$ cat src/rtl/riscv_pkg.sv
// Shared RV32 datapath width and ALU operation encoding.
package riscv_pkg;

  parameter int unsigned XLEN = 32;

  typedef enum logic [4:0] {
    ALU_ADD,
    ALU_SUB,
    ALU_AND,
    ALU_OR,
    ALU_XOR,
    ALU_SLL,
    ALU_SRL,
    ALU_SRA,
    ALU_SLT,
    ALU_SLTU,
    ALU_MUL,
    ALU_MULH,
    ALU_MULHSU,
    ALU_MULHU,
    ALU_DIV,
    ALU_DIVU,
    ALU_REM,
    ALU_REMU
  } alu_op_e;

endpackage

$ cat src/rtl/ex_muldiv_issue.sv
// Execute-stage initiator for the ALU handshake. It latches one ID/EX op and
// holds the operands on the ALU until the result is known. Single-cycle ops
// complete in ISSUE. Divide/remainder ops wait for alu_ready, or for a timeout
// that forces an all-ones result flagged with out_err. The result is then
// captured into an EX/MEM register that has valid/ready backpressure.
module ex_muldiv_issue
  import riscv_pkg::*;
#(
  parameter int unsigned XLEN           = riscv_pkg::XLEN,
  parameter int unsigned TIMEOUT_CYCLES = 64,
  parameter int unsigned CNT_W          = 7
) (
  input  logic            clk,
  input  logic            reset_n,
  input  logic            flush,
  input  logic            in_valid,
  output logic            in_ready,
  input  alu_op_e         in_op,
  input  logic [XLEN-1:0] in_a,
  input  logic [XLEN-1:0] in_b,
  input  logic [4:0]      in_rd,
  output logic [XLEN-1:0] alu_a,
  output logic [XLEN-1:0] alu_b,
  output alu_op_e         alu_op,
  input  logic [XLEN-1:0] alu_result,
  input  logic            alu_zero,
  input  logic            alu_ready,
  output logic            out_valid,
  input  logic            out_ready,
  output logic [XLEN-1:0] out_result,
  output logic            out_zero,
  output logic [4:0]      out_rd,
  output logic            out_err,
  output logic            ex_stall,
  output logic            busy
);

  typedef enum logic [1:0] {StIdle, StIssue, StWait} state_e;

  localparam logic [CNT_W-1:0] CountLast = CNT_W'(TIMEOUT_CYCLES - 1);

  state_e          state_q, state_d;
  logic [CNT_W-1:0] count_q, count_d;
  logic [XLEN-1:0] a_q, a_d, b_q, b_d;
  alu_op_e         op_q, op_d;
  logic [4:0]      rd_q, rd_d;

  logic            out_valid_q, out_valid_d;
  logic [XLEN-1:0] out_result_q, out_result_d;
  logic            out_zero_q, out_zero_d;
  logic [4:0]      out_rd_q, out_rd_d;
  logic            out_err_q, out_err_d;

  logic            accept;
  logic            capture;
  logic [XLEN-1:0] cap_result;
  logic            cap_zero;
  logic            cap_err;

  function automatic logic is_multi(alu_op_e op);
    return op inside {ALU_DIV, ALU_DIVU, ALU_REM, ALU_REMU};
  endfunction

  // The output register is empty or draining whenever IDLE accepts, so a
  // capture never overwrites an unconsumed result.
  assign in_ready = (state_q == StIdle) & (~out_valid_q | out_ready) & ~flush;
  assign accept   = in_valid & in_ready;
  assign ex_stall = in_valid & ~in_ready;
  assign busy     = (state_q != StIdle);

  assign alu_a      = a_q;
  assign alu_b      = b_q;
  assign alu_op     = op_q;
  assign out_valid  = out_valid_q;
  assign out_result = out_result_q;
  assign out_zero   = out_zero_q;
  assign out_rd     = out_rd_q;
  assign out_err    = out_err_q;

  // Next-state: issue sequencing, timeout, capture and flush.
  always_comb begin
    state_d      = state_q;
    count_d      = count_q;
    a_d          = a_q;
    b_d          = b_q;
    op_d         = op_q;
    rd_d         = rd_q;
    out_valid_d  = out_valid_q;
    out_result_d = out_result_q;
    out_zero_d   = out_zero_q;
    out_rd_d     = out_rd_q;
    out_err_d    = out_err_q;
    capture      = 1'b0;
    cap_result   = alu_result;
    cap_zero     = alu_zero;
    cap_err      = 1'b0;

    if (out_valid_q && out_ready) begin
      out_valid_d = 1'b0;
    end

    unique case (state_q)
      StIdle: begin
        if (accept) begin
          a_d     = in_a;
          b_d     = in_b;
          op_d    = in_op;
          rd_d    = in_rd;
          state_d = StIssue;
        end
      end
      StIssue: begin
        // alu_ready may still be stale from an earlier divide, so it is not
        // trusted until the first WAIT cycle.
        if (is_multi(op_q)) begin
          state_d = StWait;
          count_d = '0;
        end else begin
          capture = 1'b1;
        end
      end
      StWait: begin
        if (alu_ready) begin
          capture = 1'b1;
        end else if (count_q == CountLast) begin
          capture    = 1'b1;
          cap_result = '1;
          cap_zero   = 1'b0;
          cap_err    = 1'b1;
        end else begin
          count_d = count_q + 1'b1;
        end
      end
      default: state_d = StIdle;
    endcase

    if (capture && !flush) begin
      out_valid_d  = 1'b1;
      out_result_d = cap_result;
      out_zero_d   = cap_zero;
      out_rd_d     = rd_q;
      out_err_d    = cap_err;
      state_d      = StIdle;
      a_d          = '0;
      b_d          = '0;
      op_d         = ALU_ADD;
      count_d      = '0;
    end

    // The idle op keeps the divider from restarting on stale operands.
    if (flush) begin
      state_d     = StIdle;
      a_d         = '0;
      b_d         = '0;
      op_d        = ALU_ADD;
      count_d     = '0;
      out_valid_d = 1'b0;
    end
  end

  // State, ALU operand and output registers.
  always_ff @(posedge clk or negedge reset_n) begin
    if (!reset_n) begin
      state_q      <= StIdle;
      count_q      <= '0;
      a_q          <= '0;
      b_q          <= '0;
      op_q         <= ALU_ADD;
      rd_q         <= '0;
      out_valid_q  <= 1'b0;
      out_result_q <= '0;
      out_zero_q   <= 1'b0;
      out_rd_q     <= '0;
      out_err_q    <= 1'b0;
    end else begin
      state_q      <= state_d;
      count_q      <= count_d;
      a_q          <= a_d;
      b_q          <= b_d;
      op_q         <= op_d;
      rd_q         <= rd_d;
      out_valid_q  <= out_valid_d;
      out_result_q <= out_result_d;
      out_zero_q   <= out_zero_d;
      out_rd_q     <= out_rd_d;
      out_err_q    <= out_err_d;
    end
  end

endmodule
$ cat config.mk
export PLATFORM = sky130hd
export DESIGN_NAME = ex_muldiv_issue
export DESIGN_NICKNAME = d
export VERILOG_FILES = /design/src/rtl/riscv_pkg.sv /design/src/rtl/ex_muldiv_issue.sv
export SDC_FILE = /design/constraint.sdc
export NUM_CORES = 1
export LEC_CHECK = 0
export BUFFER_PORTS_ARGS = -buffer_cell sky130_fd_sc_hd__buf_2
export CORE_MARGIN = 1
export CORE_UTILIZATION = 47
export CTS_CLUSTER_SIZE = 10
export DETAILED_ROUTE_END_ITERATION = 12
export PLACE_DENSITY = 0.79
export SYNTH_ARGS = -nofsm -noshare
export SYNTH_HDL_FRONTEND = slang
export SYNTH_SLANG_ARGS = --single-unit
$ cat constraint.sdc
create_clock -name clk -period 2.24 [get_ports clk]
set_clock_uncertainty 0.2 [all_clocks]
set_input_delay 0.112 -clock clk [delete_from_list [all_inputs] [get_ports clk]]
set_output_delay 0.112 -clock clk [all_outputs]
set_load 0.03 [all_outputs]
; Word level (Yosys, flattened, before mapping)
; Index checks and enable logic that the tools add are counted.
[word_totals]
ff_bits = 123
inputBits = 113
[op_classes]
n_reduce_logical = 14
mux = 38
addsub = 1
n_eq_ne = 12
n_bitwise = 8
[op_table]
columns = operator, count
row1 = 32-bit two-way mux, 11
row2 = 7-bit two-way mux, 5
row3 = 5-bit two-way mux, 4
row4 = 7-bit case mux with 2 select lines, 1
row5 = "4-bit inequality test, second input constant", 3
row6 = 1-bit two-way mux, 11
row7 = "5-bit by 4-bit == test with 1-bit output, second input constant", 2
row8 = "5-bit == test, second input constant", 2
row9 = 3-bit nonzero test, 3
row10 = 2-bit two-way mux, 4
row11 = 4-bit nonzero test, 2
row12 = "7-bit by 1-bit adder with 7-bit output, second input constant", 1
row13 = "7-bit by 6-bit == test with 1-bit output, second input constant", 1
row14 = 2-bit case mux with 3 select lines, 1
row15 = 1-bit AND, 4
row16 = "4-bit by 3-bit inequality test with 1-bit output, second input constant", 1
row17 = 2-bit AND reduction, 2
row18 = 4-bit AND reduction, 1
row19 = "3-bit inequality test, second input constant", 1
row20 = 1-bit inverter, 3
row21 = 3-bit AND reduction, 1
row22 = "2-bit by 1-bit == test with 1-bit output, second input constant", 1
row23 = "2-bit == test, second input constant", 1
row24 = 1-bit logical AND, 2
row25 = other kinds (5), 5

; Depth between registers and ports, before layout
; Gate-level depths: netlist of run 1.
[depth]
depth_word = 9
depth_mapped = 7

; Least setup slack after synthesis of run 1
; Ideal clock, no wire load.
[synth_path]
kind = reg-to-output
startpoint = reg state_q[0]
endpoint = out ex_stall
path_stages_with_launch = 6
path_buffers = 0
t_required_ns = 1.928
setup_slack_ns = -0.003
arrival_ns = 1.931
cell_sequence = dfrtp_1 > inv_1 > ha_1 > inv_1 > nor3_1 > nor2b_1
[synth_via]
elab_chain_cells = 5
[synth_lines]
columns = item, line
row1 = "start, declared", ex_muldiv_issue.sv:42  ; state_e state_q, state_d;
row2 = "start signal, assigned", ex_muldiv_issue.sv:164  ; state_q <= StIdle;
row3 = "start signal, assigned", ex_muldiv_issue.sv:176  ; state_q <= state_d;
row4 = 2-bit zero test, ex_muldiv_issue.sv:66  ; assign in_ready = (state_q == StIdle) & (~out_valid_q | out_ready) & ~flush;
row5 = 1-bit AND (2 in a row), ex_muldiv_issue.sv:66
row6 = named net in_ready, ex_muldiv_issue.sv:17  ; output logic in_ready,
row7 = 1-bit inverter, ex_muldiv_issue.sv:68  ; assign ex_stall = in_valid & ~in_ready;
row8 = 1-bit AND, ex_muldiv_issue.sv:68
row9 = "end, declared", ex_muldiv_issue.sv:34  ; output logic ex_stall,
; The timed path passes the listed nets, and every way through them passes these cells.

; Worst setup path after layout of run 1
[layout_path]
startpoint = reg state_q[0]
endpoint = out ex_stall
[layout_via]
elab_chain_cells = 5
[layout_lines]
columns = item, line
row1 = 2-bit zero test, ex_muldiv_issue.sv:66
row2 = 1-bit AND (2 in a row), ex_muldiv_issue.sv:66
row3 = 1-bit inverter, ex_muldiv_issue.sv:68
row4 = 1-bit AND, ex_muldiv_issue.sv:68
; Every way passes these cells.

==> out/summary.md, run 1 <==
For the final routed database, the setup TNS stands at 0 ns. The analysis attributes to cell leakage a power of 4.03 nW. Across the run, the number of max-cap violations was 0. Setup violations remaining at the end of the flow were counted as 0.

At the end of the flow, the number of nets in the layout was 942. The critical path in this run is classified as reg -> out. The run finished with clean final reports. The run gives 0 as the number of pins exceeding their max-slew limit in the final report.

Once layout is done, the placed cells without fillers occupy 8230 sq um. Row generation in the floorplan step produced 37 rows. In this run, CTS created clock tree buffers numbering 17.

Post-route clock period utilization: 94.3%. The transition time at the pin with the least slew margin is 0.491 ns. The first global-routing pass estimated 26.7 mm of wire. The first routing iteration left 410 violations. The number of H-tree branching levels came out at 4. Area share of xor/xnor cells in the synthesized design: 0%.

The placed instances occupy a cell area of 6460 sq um. Detailed placement finished with a half-perimeter wire length of 9.00 mm. The portion of netlist area occupied by mux cells is 2.07%, and the slack of the critical path is 0.127 ns.

In this design, the largest share of critical-path delay is due to flip-flops. Hold is met by 0.142 ns. The clock transition at the register clock pins on the worst setup and hold paths after CTS is 0.06 ns. The synthesized netlist contains 38 unique library cells. After layout, the minimum clock period comes to 2.11 ns.

In this run the clock root is driven by a clkbuf_8. The critical path goes through inv_1 -> ha_2 -> inv_1 -> nor3_2 -> nor2b_1 -> buf_2. Counting both buffers and inverters, the worst setup path holds a total of 3. The combined area of the multi-input logic cells came out at 1900 sq um. In this run the count of I/O pins placed on the die edge is 225. The TritonCTS sink count came out at 123. The min-delay analysis places its worst path in the category in -> reg. The floorplan step defined a die boundary enclosing 11,300 sq um. After layout, the design draws a total of 0.00872 W.

The die width works out to 106 um. Registers take 3080 sq um. The total number of vias was 5,216; the clock tree buffer depth was 2.

The area fraction in compound gates after synthesis came out at 17.4%. The synthesis-stage register bit count came out at 123. Of all nets on the critical path, the largest fanout is 4. Measured against its own limit, the worst slew margin works out to 67.3%. The run gives 0 as the count of final hold-check violations. Averaged over all synthesized cells, the footprint is 10.5 sq um.

The core area is 10,500 sq um, and the mean routed wirelength per cell is 17.2 um. Setup repair after global routing left no endpoint under its margin. For the worst slack at placement, the log shows 0.0136 ns. The data required time of the critical path came out at 1.93 ns. Counting every net in the synthesized netlist gives 609. The number of iterations in the first detailed-routing pass was 5.

TritonCTS built the clock tree. The part of the Yosys area used for sequential elements is 60.0%. Once the clock tree was built, the setup fixing pass inserted 0 buffers. After Yosys synthesis, full adders, half adders and majority gates account for 1.22% of the synthesized area. The final weighted congestion of routability-driven global placement is 0.831. The run gives 0.473 GHz as the maximum frequency from static timing analysis.

The most numerous cell on the critical path was inv_1. The port buffer count is 224. The run gives 0.713 mV as the largest voltage drop on the vdd net. STA classifies the critical path startpoint as a flip-flop. The tools report the remaining routing DRC violations as 0. STA classifies the critical path endpoint as a primary output.

The overflow left after global routing is 0, and the area of the mapped netlist is 5130 sq um. The area growth from synthesis to layout is 60.4%. Dividing total power by cell area gives a power density of 1060 nW/um^2. Measured along the y axis, the die boundary spans 106 um.

The cell count after synthesis came out at 491. The delay contributed by the slowest stage of the critical path was 0.40 ns. The number of vias per cell is 5.36. Fill cells in the final layout number 590.

The logs give 0 for the number of warnings issued by yosys and 16.8 mm for the total wire length. The antenna violation net count after detailed routing is 0. For the worst-skew pair, the clock arrives at the later sink with an insertion delay of 0.51 ns.

The number of antenna violations at the first check in global routing is 0, and the worst path arrival time is 1.80 ns. Fraction of layout instances using a drive strength above 1: 38.0%. The logs give 49.0% for the starting density of the core and 5,458 for the via count of the first global-routing pass.

The main combinational cell family by area after synthesis is compound AO/OA/AOI/OAI gates. Global routing used 30.5% of the available tracks across all layers. Entering global routing, the biggest net connects 75 pins. Slowest library cell on the worst path: dfrtp_1.

The simple-gate share of the synthesized area was 15.3%.
-- worst min-delay path: stages --
cell,delay (ns)
dlygate4sd3_1,0.52
buf_2,0.10
nand2_1,0.04
nand2_1,0.05
-- flip-flops by register name (all words and copies together) (netlist names) --
| register | cells |
|---|---|
| alu_a | 32 |
| alu_b | 32 |
| alu_op | 5 |
| count_q | 7 |
| out_err | 1 |
| out_rd | 5 |
| out_result | 32 |
| out_valid | 1 |
| out_zero | 1 |
| rd_q | 5 |
| state_q | 2 |
-- report_power, final --
group	internal (W)	switching, W	leakage [nW]
combinational	0.00107	0.00193	2.13
sequential	0.00272	0.000311	1.62
clock	0.00170	0.00100	0.273
-- through the flow --
| stage | std cells | utilization (%) |
|---|---|---|
| 2_1_floorplan | 491 | - |
| 3_3_place_gp | 827 | 61.7 |
| 3_5_place_dp | 827 | 61.7 |
| 4_1_cts | 973 | 78.4 |
| 5_1_grt | 973 | 78.6 |
| 6_report | 974 | 78.7 |
-- area by class of cell --
| cell class | count | share of cell area, % |
|---|---|---|
| Inverter | 9 | 0.411 |
| Tap cell | 136 | 2.07 |
| Antenna cell | 1 | 0.0304 |
| Multi-Input combinational cell | 324 | 23.1 |
| Clock inverter | 14 | 2.10 |
| Clock buffer | 18 | 5.08 |
| Sequential cell | 123 | 37.4 |
| Timing Repair Buffer | 349 | 29.9 |
-- path summary, 6_finish.rpt --
path,start,to,slack [ns],cells past startpoint
max,state_q[0]$_DFFE_PN0P_,ex_stall,0.13,6
min,in_rd[0],rd_q[0]$_DFFE_PN0P_,0.14,4
max reg2reg,state_q[0]$_DFFE_PN0P_,out_rd[4]$_DFFE_PN0P_,0.14,6
min reg2reg,rd_q[3]$_DFFE_PN0P_,rd_q[3]$_DFFE_PN0P_,0.28,2
max in group asynchronous,reset_n,out_rd[0]$_DFFE_PN0P_,1.07,4
min in group asynchronous,reset_n,alu_b[19]$_DFFE_PN0P_,0.54,4
-- cell usage after synthesis, drive strengths merged --
library cell | number | area share (%)
buf | 13 | 1.8
o221ai | 1 | 0.29
and4b | 1 | 0.22
inv | 9 | 0.66
nor2b | 3 | 0.37
nand2 | 162 | 12
ha | 5 | 1.2
or4b | 1 | 0.27
mux2i | 2 | 0.39
a21o | 1 | 0.15
nand4 | 4 | 0.49
nand3 | 4 | 0.49
mux2 | 6 | 1.7
a32o | 1 | 0.20
o32a | 32 | 7.0
o21ai | 2 | 0.20
a31oi | 6 | 0.73
and2 | 2 | 0.24
dfrtp | 123 | 60
o22a | 1 | 0.17
clkbuf | 22 | 1.6
and3 | 1 | 0.22
and4 | 1 | 0.17
a2111oi | 1 | 0.54
o32ai | 1 | 0.17
nor3 | 3 | 0.29
nor2 | 4 | 0.29
nand4b | 1 | 0.17
nand2b | 2 | 0.24
o31ai | 3 | 0.44
a31o | 1 | 0.17
a21oi | 72 | 7.3
-- per-layer routing --
| metal | part of all wire, % | GRT usage, % | wire length (um) |
|---|---|---|---|
| met3 | 6.3 | 7.48 | 1060 |
| met4 | 3.7 | 15.9 | 612 |
| met1 | 39 | 34.5 | 6570 |
| met5 | 0 | 0 | 0 |
| met2 | 51 | 53.2 | 8520 |
-- cells by family after synthesis --
group / Yosys count
AO/OA/AOI/OAI: 122
adder cells (fa/ha/maj): 5
buffers and inverters: 44
flip-flops: 123
multiplexers: 8
AND/OR/NAND/NOR: 189
-- repair_timing --
item | in CTS | in global routing
setup endpoints to repair | 0 | 105
hold buffers | 114 | 0
gates resized for setup | 0 | 4
hold endpoints to repair | 240 | 0
-- cells in the final DEF, fill, tap and decap left out, drive strengths merged, types with 6 or more instances in the layout --
cell type,netlist,layout
buf,13,236
nand2,162,162
dfrtp,123,123
dlygate4sd3,0,113
a21oi,72,72
o32a,32,32
clkbuf,22,18
inv,9,10
a31oi,6,6
mux2,6,6
(Power assumes the default switching activity.)
==> run 2: changes to the inputs <==
--- a/config.mk
+++ b/config.mk
@@ -6,7 +6,7 @@
 export NUM_CORES = 1
 export LEC_CHECK = 0
 export BUFFER_PORTS_ARGS = -buffer_cell sky130_fd_sc_hd__buf_2
-export CORE_MARGIN = 1
+export CORE_MARGIN = 4
 export CORE_UTILIZATION = 47
 export CTS_CLUSTER_SIZE = 10
 export DETAILED_ROUTE_END_ITERATION = 12
==> constraint.sdc (replaced) <==
create_clock -name clk -period 2.1 [get_ports clk]
set_clock_uncertainty 0.2 [all_clocks]
set_input_delay 0.105 -clock clk [delete_from_list [all_inputs] [get_ports clk]]
set_output_delay 0.105 -clock clk [all_outputs]
set_load 0.03 [all_outputs]
==> run 2 against run 1 <==
Effect of this change: total power increased by 6.5%; hold slack got worse by 0.012 ns; design area increased by 1.5%; sequential share of layout area decreased by 0.54 points; critical path type is now reg -> reg; critical path depth increased by 3; first-iteration DRC count increased by 5.6%; via count increased by 2.2%; core utilization increased by 1.1 points; highest routed layer unchanged; global-route usage decreased by 2.6 points; sequential cell count unchanged.
==> out/summary.md, run 2 (synthesis results as in run 1) <==
The run finished with clean final reports. The tools report the final weighted congestion of routability-driven global placement as 0.850 (was 0.831). The slowest library cell on the worst path is dfrtp_1 (unchanged). The number of iterations in the first detailed-routing pass is 6 (was 5). The run gives 48.2% (was 53.2%) as the met2 track demand over resource.

The overall fraction of global-route tracks in use is 27.9% (was 30.5%), and the overflow left after global routing is 0 (unchanged). Highest-count cells in the layout ignoring fill and taps: 223 x buf_2, 161 x nand2_1, 123 x dfrtp_1, 113 x dlygate4sd3_1, 67 x a21oi_1 (was 223 x buf_2, 162 x nand2_1, 123 x dfrtp_1, 113 x dlygate4sd3_1, 70 x a21oi_1). TritonCTS sink count: 123 (unchanged). Sequence of cells on the critical path: inv_2 -> ha_1 -> and2_4 -> a31oi_4 -> buf_6 -> a21oi_4 -> buf_4 -> clkbuf_16 -> o32a_2 (was inv_1 -> ha_2 -> inv_1 -> nor3_2 -> nor2b_1 -> buf_2). TritonCTS built the clock tree.

Final setup violation count: 0 (unchanged). The total clock buffers created by CTS is 17 (unchanged), and the wire length of the first global-routing pass is 28.3 mm (was 26.7 mm). The run gives 0 (unchanged) as the count of final hold-check violations. The clock period could shrink to 2.05 ns. The pin count of the biggest net entering global routing is 75 (unchanged). The number of primary I/O pins is 225 (unchanged), and the height of the die is 112 um (was 106 um).

The final design utilization was 79.8% (was 78.7%); the delay contributed by the slowest stage of the critical path was 0.38 ns (was 0.40 ns). The areal power density over the cells came out at 1110 nW/um^2 (was 1060 nW/um^2). The number of antenna violations at the first check in global routing is 2 (was 0). The antenna violation net count after detailed routing came out at 0 (unchanged). Clock network fraction of design power: 30.3% (was 30.9%). The tools report the global routing met3 resource utilization as 6.95% (was 7.48%). The endpoint type of the worst setup path was a flip-flop (was a primary output).

The tools report the clock insertion delay at the later pin of the skew report as 0.51 ns (about the same). The global-route met1 utilization is 32.5% (was 34.5%). For the via count of the first global-routing pass, the log shows 5,659 (was 5,458). The internal power contribution is 0.00585 W (was 0.00548 W). The total number of vias was 5,333 (was 5,216); the number of pins exceeding their max-slew limit in the final report was 0 (unchanged). The sequential group share of total power was 34.7% (about the same).

Critical setup path kind: reg -> reg (was reg -> out). The largest voltage drop on the vdd net came out at 0.841 mV (was 0.713 mV). The number of H-tree branching levels was 4 (unchanged); the remaining routing DRC violations was 0 (unchanged). The number of buffer and inverter stages on the critical path was 4 (was 3). The number of max-cap violations is 0 (unchanged).

Fraction of power consumed by combinational cells: 34.9% (was 34.3%). Derived from the worst setup path, the maximum achievable clock frequency is 0.488 GHz. The logs give 4.09 nW (was 4.03 nW) for the leakage power and 0.0501 ns (was 0.127 ns) for the slack of the critical path. Total wire length: 17.7 mm (was 16.8 mm). The fraction of layout instances using a drive strength above 1 was 39.8% (was 38.0%). The post-route clock period utilization came out at 97.6%.

The placed wire-length estimate is 9.79 mm (was 9.00 mm), and the core area is 10,500 sq um (unchanged). The synthesis-to-finish area growth was 62.7% (was 60.4%); the clock transition at the register clock pins on the worst setup and hold paths after CTS was 0.06 ns (about the same). The DRC marker count from the first detailed-route iteration is 433 (was 410), and the worst slack at placement is -0.0837 ns (was 0.0136 ns).

Type of the worst min-delay path: in -> reg (unchanged). Most used routing layer: met2 (unchanged). Total power consumption of the routed design: 0.00929 W (was 0.00872 W).

Commonest non-fill, non-tap cell in the layout: buf_2 (unchanged). Data required time of the critical path: 2.29 ns (was 1.93 ns). The mean routed wirelength per cell is 17.9 um (was 17.2 um), and the transition time at the pin with the least slew margin is 0.500 ns (was 0.491 ns). The net switching power was 0.00344 W (was 0.00324 W); the die width was 112 um (was 106 um). The maximum fanout count along the critical path was 12 (was 4); the clock tree buffer depth was 2 (unchanged). The family with the most delay on the worst path was buffers and inverters (was flip-flops). The run gives 37 (unchanged) as the number of cell rows.

The headroom to the max-slew limit is 66.6% (was 67.3%). For the worst path arrival time, the log shows 2.24 ns (was 1.80 ns). Kind of launch point of the worst setup path: a flip-flop (unchanged). The run gives 12,700 sq um (was 11,300 sq um) as the die area.

The buffer type at the clock tree root was clkbuf_8 (unchanged). The starting density of the core is 49.0% (unchanged). The total number of nets in the final design is 954 (was 942), and the number of vias per cell is 5.40 (was 5.36). The port buffer count works out to 224 (unchanged). Setup repair after global routing could not meet its margin everywhere. The switching share of total power was 37.0% (was 37.2%).
==> run 2: cell count changes in the layout (fill, tap and decap cells not counted), moves of 2 or more <==
cell	change
buf_4	+10
a21oi_1	-3
a21oi_2	+3
clkbuf_8	+3
inv_1	-3
inv_2	+3
and2_4	+2
clkinv_4	-2
==> run 2: layer usage <==
layer,routed length (um),part of all wire (%)
met5,0,0
met4,588,3.3
met3,1310,7.4
met2,9180,52
met1,6610,37
==> run 2: power groups by stage <==
| stage | Sequential, W | Combinational [W] | Clock, W |
|---|---|---|---|
| 2_1_floorplan | 0.00418 | 0.00101 | 0 |
| 3_3_place_gp | 0.00320 | 0.00292 | 0 |
| 3_5_place_dp | 0.00323 | 0.00298 | 0 |
| 4_1_cts | 0.00320 | 0.00316 | 0.00285 |
| 5_1_grt | 0.00328 | 0.00345 | 0.00298 |
| 6_report | 0.00323 | 0.00325 | 0.00282 |
==> run 2: metrics by stage <==
step / hold slack (ns) / TNS [ns] / area [sq um] / cells
after floorplan: -0.391 / 0 / 5140 / 491
after global placement: -0.102 / 0 / 6530 / 836
after detailed placement: -0.102 / -1.82 / 6530 / 836
after CTS: 0.100 / 0 / 8270 / 982
after global routing: 0.138 / -0.0914 / 8350 / 987
final: 0.131 / 0 / 8350 / 987
==> run 2: final timing paths <==
check | slack, ns | depth (start not counted) | end | start
max in group asynchronous | 0.95 | 4 | alu_a[28]$_DFFE_PN0P_ | reset_n
worst min register to register | 0.28 | 2 | rd_q[0]$_DFFE_PN0P_ | rd_q[0]$_DFFE_PN0P_
min in group asynchronous | 0.49 | 4 | alu_b[18]$_DFFE_PN0P_ | reset_n
worst max register to register | 0.05 | 9 | out_result[11]$_DFFE_PN0P_ | state_q[0]$_DFFE_PN0P_
worst max-delay path | 0.05 | 9 | out_result[11]$_DFFE_PN0P_ | state_q[0]$_DFFE_PN0P_
worst min-delay path | 0.13 | 4 | rd_q[2]$_DFFE_PN0P_ | in_rd[2]
==> run 2: cell type report <==
type	instances	area (sq um)
inverters	9	33.8
well taps	136	170
clock inverters	10	116
clock buffers	22	463
diodes	2	5.00
flip-flops and latches	123	3080
repair buffers	361	2570
multi-input cells	324	1910
fillers	626	2110
==> run 2: worst register-to-register path, cell delays in order (launching register included) <==
cell       delay (ns)
dfrtp_1          0.38
inv_2            0.07
ha_1             0.21
and2_4           0.17
a31oi_4          0.21
buf_6            0.14
a21oi_4          0.06
buf_4            0.15
clkbuf_16        0.16
o32a_2           0.20
==> run 2: repair_timing <==
item / in CTS / in global routing
cloned: 0 / 1
hold buffers: 114 / 0
setup endpoints to repair: 53 / 43
buffers inserted: 0 / 2
pin swaps: 0 / 3
hold endpoints to repair: 240 / 0
gates resized for setup: 2 / 13
==> run 3: changes to the inputs <==
--- a/config.mk
+++ b/config.mk
@@ -10,7 +10,7 @@
 export CORE_UTILIZATION = 47
 export CTS_CLUSTER_SIZE = 10
 export DETAILED_ROUTE_END_ITERATION = 12
-export PLACE_DENSITY = 0.79
+export PLACE_DENSITY = 0.86
 export SYNTH_ARGS = -nofsm -noshare
 export SYNTH_HDL_FRONTEND = slang
 export SYNTH_SLANG_ARGS = --single-unit
==> run 3 against run 2 <==
Effect of this change: sequential cell count is the same; global-route usage shrank 0.060 points; clock-buffer cell count is the same; routed wire length shrank 2.0%; worst setup slack gained 0.0047 ns; design area shrank 1.6%; hold slack is essentially flat; core utilization shrank 1.3 points; die area is the same; critical path depth shrank 3; final cell count shrank 0.91%.
==> out/summary.md, run 3 (synthesis results as in run 1) <==
For the headroom to the max-slew limit, the log shows 61.0% (was 66.6%). The internal power contribution came out at 0.00569 W (was 0.00585 W). The buffer type at the clock tree root is clkbuf_8 (unchanged). The maximum fanout count along the critical path is 4 (was 12), and the leakage power is 4.05 nW (was 4.09 nW).

The sequential group share of total power is 35.6% (was 34.7%), and the final critical path time including I/O delays and setup is 2.05 ns (about the same). The clock network fraction of design power is 28.9% (was 30.3%), and the fraction of layout instances using a drive strength above 1 is 38.8% (was 39.8%). The height of the die came out at 112 um (unchanged). The clock tree buffer depth was 2 (unchanged); the pin count of the biggest net entering global routing was 75 (unchanged). The tools report the end of the worst hold path as rd_q[4]$_DFFE_PN0P_ (was rd_q[2]$_DFFE_PN0P_). The end of the worst register-to-register path was alu_b[21]$_DFFE_PN0P_ (was out_result[11]$_DFFE_PN0P_). The overall fraction of global-route tracks in use was 27.8% (was 27.9%). The transition time at the pin with the least slew margin was 0.585 ns (was 0.500 ns); the areal power density over the cells was 1100 nW/um^2 (was 1110 nW/um^2). The clock transition at the register clock pins on the worst setup and hold paths after CTS was 0.06 ns (about the same). Critical register-to-register path startpoint: alu_op[1]$_DFFE_PN0P_ (was state_q[0]$_DFFE_PN0P_). The number of vias per cell works out to 5.38 (was 5.40). The commonest non-fill, non-tap cell in the layout is buf_2 (unchanged). The synthesis-to-finish area growth is 60.1% (was 62.7%). Core area: 10,500 sq um (unchanged). The critical setup path kind is reg -> out (was reg -> reg). The number of pins exceeding their max-slew limit in the final report was 0 (unchanged); the number of placed cells counting well taps was 834 (was 836). The launch instance of the worst min-delay path is in_rd[4] (was in_rd[2]).

The wire length of the first global-routing pass came out at 28.3 mm (about the same). The number of antenna violations at the first check in global routing came out at 0 (was 2). Endpoint type of the worst setup path: a primary output (was a flip-flop). The run gives 1.74 ns (was 2.24 ns) as the worst path arrival time. The clock insertion delay at the later pin of the skew report is 0.50 ns (was 0.51 ns), and the remaining routing DRC violations is 0 (unchanged).

Number of primary I/O pins: 225 (unchanged). Number of iterations in the first detailed-routing pass: 6 (unchanged). Type of the worst min-delay path: in -> reg (unchanged). The placed wire-length estimate is 9.63 mm (was 9.79 mm), and the port buffer count is 224 (unchanged). The switching share of total power works out to 37.0% (about the same).

The overflow left after global routing came out at 0 (unchanged). The logs give 0 (unchanged) for the antenna violation net count after detailed routing and 949 (was 954) for the total number of nets in the final design. TritonCTS built the clock tree. The via count of the first global-routing pass is 5,683 (was 5,659), and the die width is 112 um (unchanged). The kind of launch point of the worst setup path is a flip-flop (unchanged). The tools report the die area as 12,700 sq um (unchanged). The number of antenna diodes was 0 (was 2); the fraction of power consumed by combinational cells was 35.5% (was 34.9%). For the number of H-tree branching levels, the log shows 4 (unchanged). The run gives 500 (was 433) as the DRC marker count from the first detailed-route iteration. The tools report the starting density of the core as 49.0% (unchanged).

The flow ran to the end, and the final reports show no timing, DRC or antenna violations. The worst hold path stage count is 4 (unchanged), and the largest voltage drop on the vdd net is 0.895 mV (was 0.841 mV). The run gives 0 (unchanged) as the count of final hold-check violations. The total number of vias is 5,259 (was 5,333).

Setup repair after global routing could not meet its margin everywhere. The number of max-cap violations was 0 (unchanged); the number of cell rows was 37 (unchanged). The setup TNS was 0 ns (unchanged); the final weighted congestion of routability-driven global placement was 0.892 (was 0.850). The count of placed standard cells in the final layout, fillers left out was 978 (was 987). For the total wire length, the log shows 17.3 mm (was 17.7 mm). The tools report the data required time of the critical path as 1.79 ns (was 2.29 ns). The post-route clock period utilization was 97.4% (was 97.6%). The mean routed wirelength per cell works out to 17.7 um (was 17.9 um).

The total clock buffers created by CTS was 17 (unchanged); the setup slack of the worst register-to-register path was 0.09 ns (was 0.05 ns). The depth of the most critical reg-to-reg path is 5 (was 9). Highest-count cells in the layout ignoring fill and taps: 222 x buf_2, 162 x nand2_1, 123 x dfrtp_1, 113 x dlygate4sd3_1, 70 x a21oi_1 (was 223 x buf_2, 161 x nand2_1, 123 x dfrtp_1, 113 x dlygate4sd3_1, 67 x a21oi_1). The maximum frequency from static timing analysis came out at 0.489 GHz (was 0.488 GHz). The net switching power was 0.00334 W (was 0.00344 W); the TritonCTS sink count was 123 (unchanged).

The tools report the final setup violation count as 0 (unchanged).
==> run 3: changes by cell type in the layout (fill, tap and decap cells not counted), sizes merged <==
cell	previous run	this run
buf	247	243
clkinvlp	5	2
clkinv	3	5
diode	2	0
bufinv	2	1
clkbuf	23	22
==> run 3: repair_timing <==
item / 4_1_cts / 5_1_grt
pin swaps: 1 / 2
hold endpoints to repair: 240 / 0
hold buffers: 113 / 0
gates resized for setup: 1 / 11
endpoints found under the setup margin: 84 / 83
setup buffers: 0 / 1
==> run 3: worst max-delay path by stage <==
stage,from,end,slack [ns],cells past startpoint
after global routing,state_q[0]$_DFFE_PN0P_,ex_stall,-0.05,6
after floorplan,alu_op[1]$_DFFE_PN0P_,out_rd[0]$_DFFE_PN0P_,0.005,5
after global placement,state_q[0]$_DFFE_PN0P_,out_rd[0]$_DFFE_PN0P_,0.007,7
after CTS,state_q[0]$_DFFE_PN0P_,ex_stall,0.01,6
final,state_q[0]$_DFFE_PN0P_,ex_stall,0.05,6
after detailed placement,state_q[0]$_DFFE_PN0P_,out_rd[2]$_DFFE_PN0P_,-0.1,7
==> run 3: layout make-up <==
type | instances | area [sq um]
multi-input cells | 324 | 1900
fillers | 577 | 2250
clock inverters | 8 | 70.1
repair buffers | 356 | 2500
flip-flops and latches | 123 | 3080
inverters | 9 | 33.8
well taps | 136 | 170
clock buffers | 22 | 463
==> run 3: per-stage QoR <==
step                      util, %  setup WS, ns  cell area [sq um]  hold WS (ns)  power [W]
after global placement       62.2       0.00733               6510       -0.0716    0.00608
after detailed placement     62.2       -0.0954               6510       -0.0657    0.00617
final                        78.5        0.0549               8220         0.130    0.00903
after CTS                    78.2       0.00990               8180         0.119    0.00898
after global routing         78.5       -0.0509               8220         0.130    0.00945
after floorplan                 -       0.00456               5140        -0.391    0.00519
==> run 3: power by group through the flow <==
stage | logic, W | clock network (W) | registers [W]
floorplan | 0.00101 | 0 | 0.00418
global placement | 0.00290 | 0 | 0.00318
detailed placement | 0.00296 | 0 | 0.00322
CTS | 0.00314 | 0.00265 | 0.00319
global route | 0.00340 | 0.00279 | 0.00326
finish | 0.00320 | 0.00261 | 0.00322
==> run 3: per-layer routing <==
layer | part of all wire [%] | up-vias | track usage, %
li1 | - | 2374 | -
met1 | 38 | 2527 | 32.3
met2 | 51 | 299 | 47.4
met3 | 7.6 | 59 | 7.71
met4 | 3.5 | 0 | 13.5
met5 | 0 | - | 0
==> run 3: critical path, cell delays in order, from the launching register on <==
cell     delay [ns]
dfrtp_1        0.41
inv_2          0.09
ha_2           0.20
inv_2          0.08
nor3_4         0.21
nor2b_1        0.08
buf_2          0.18
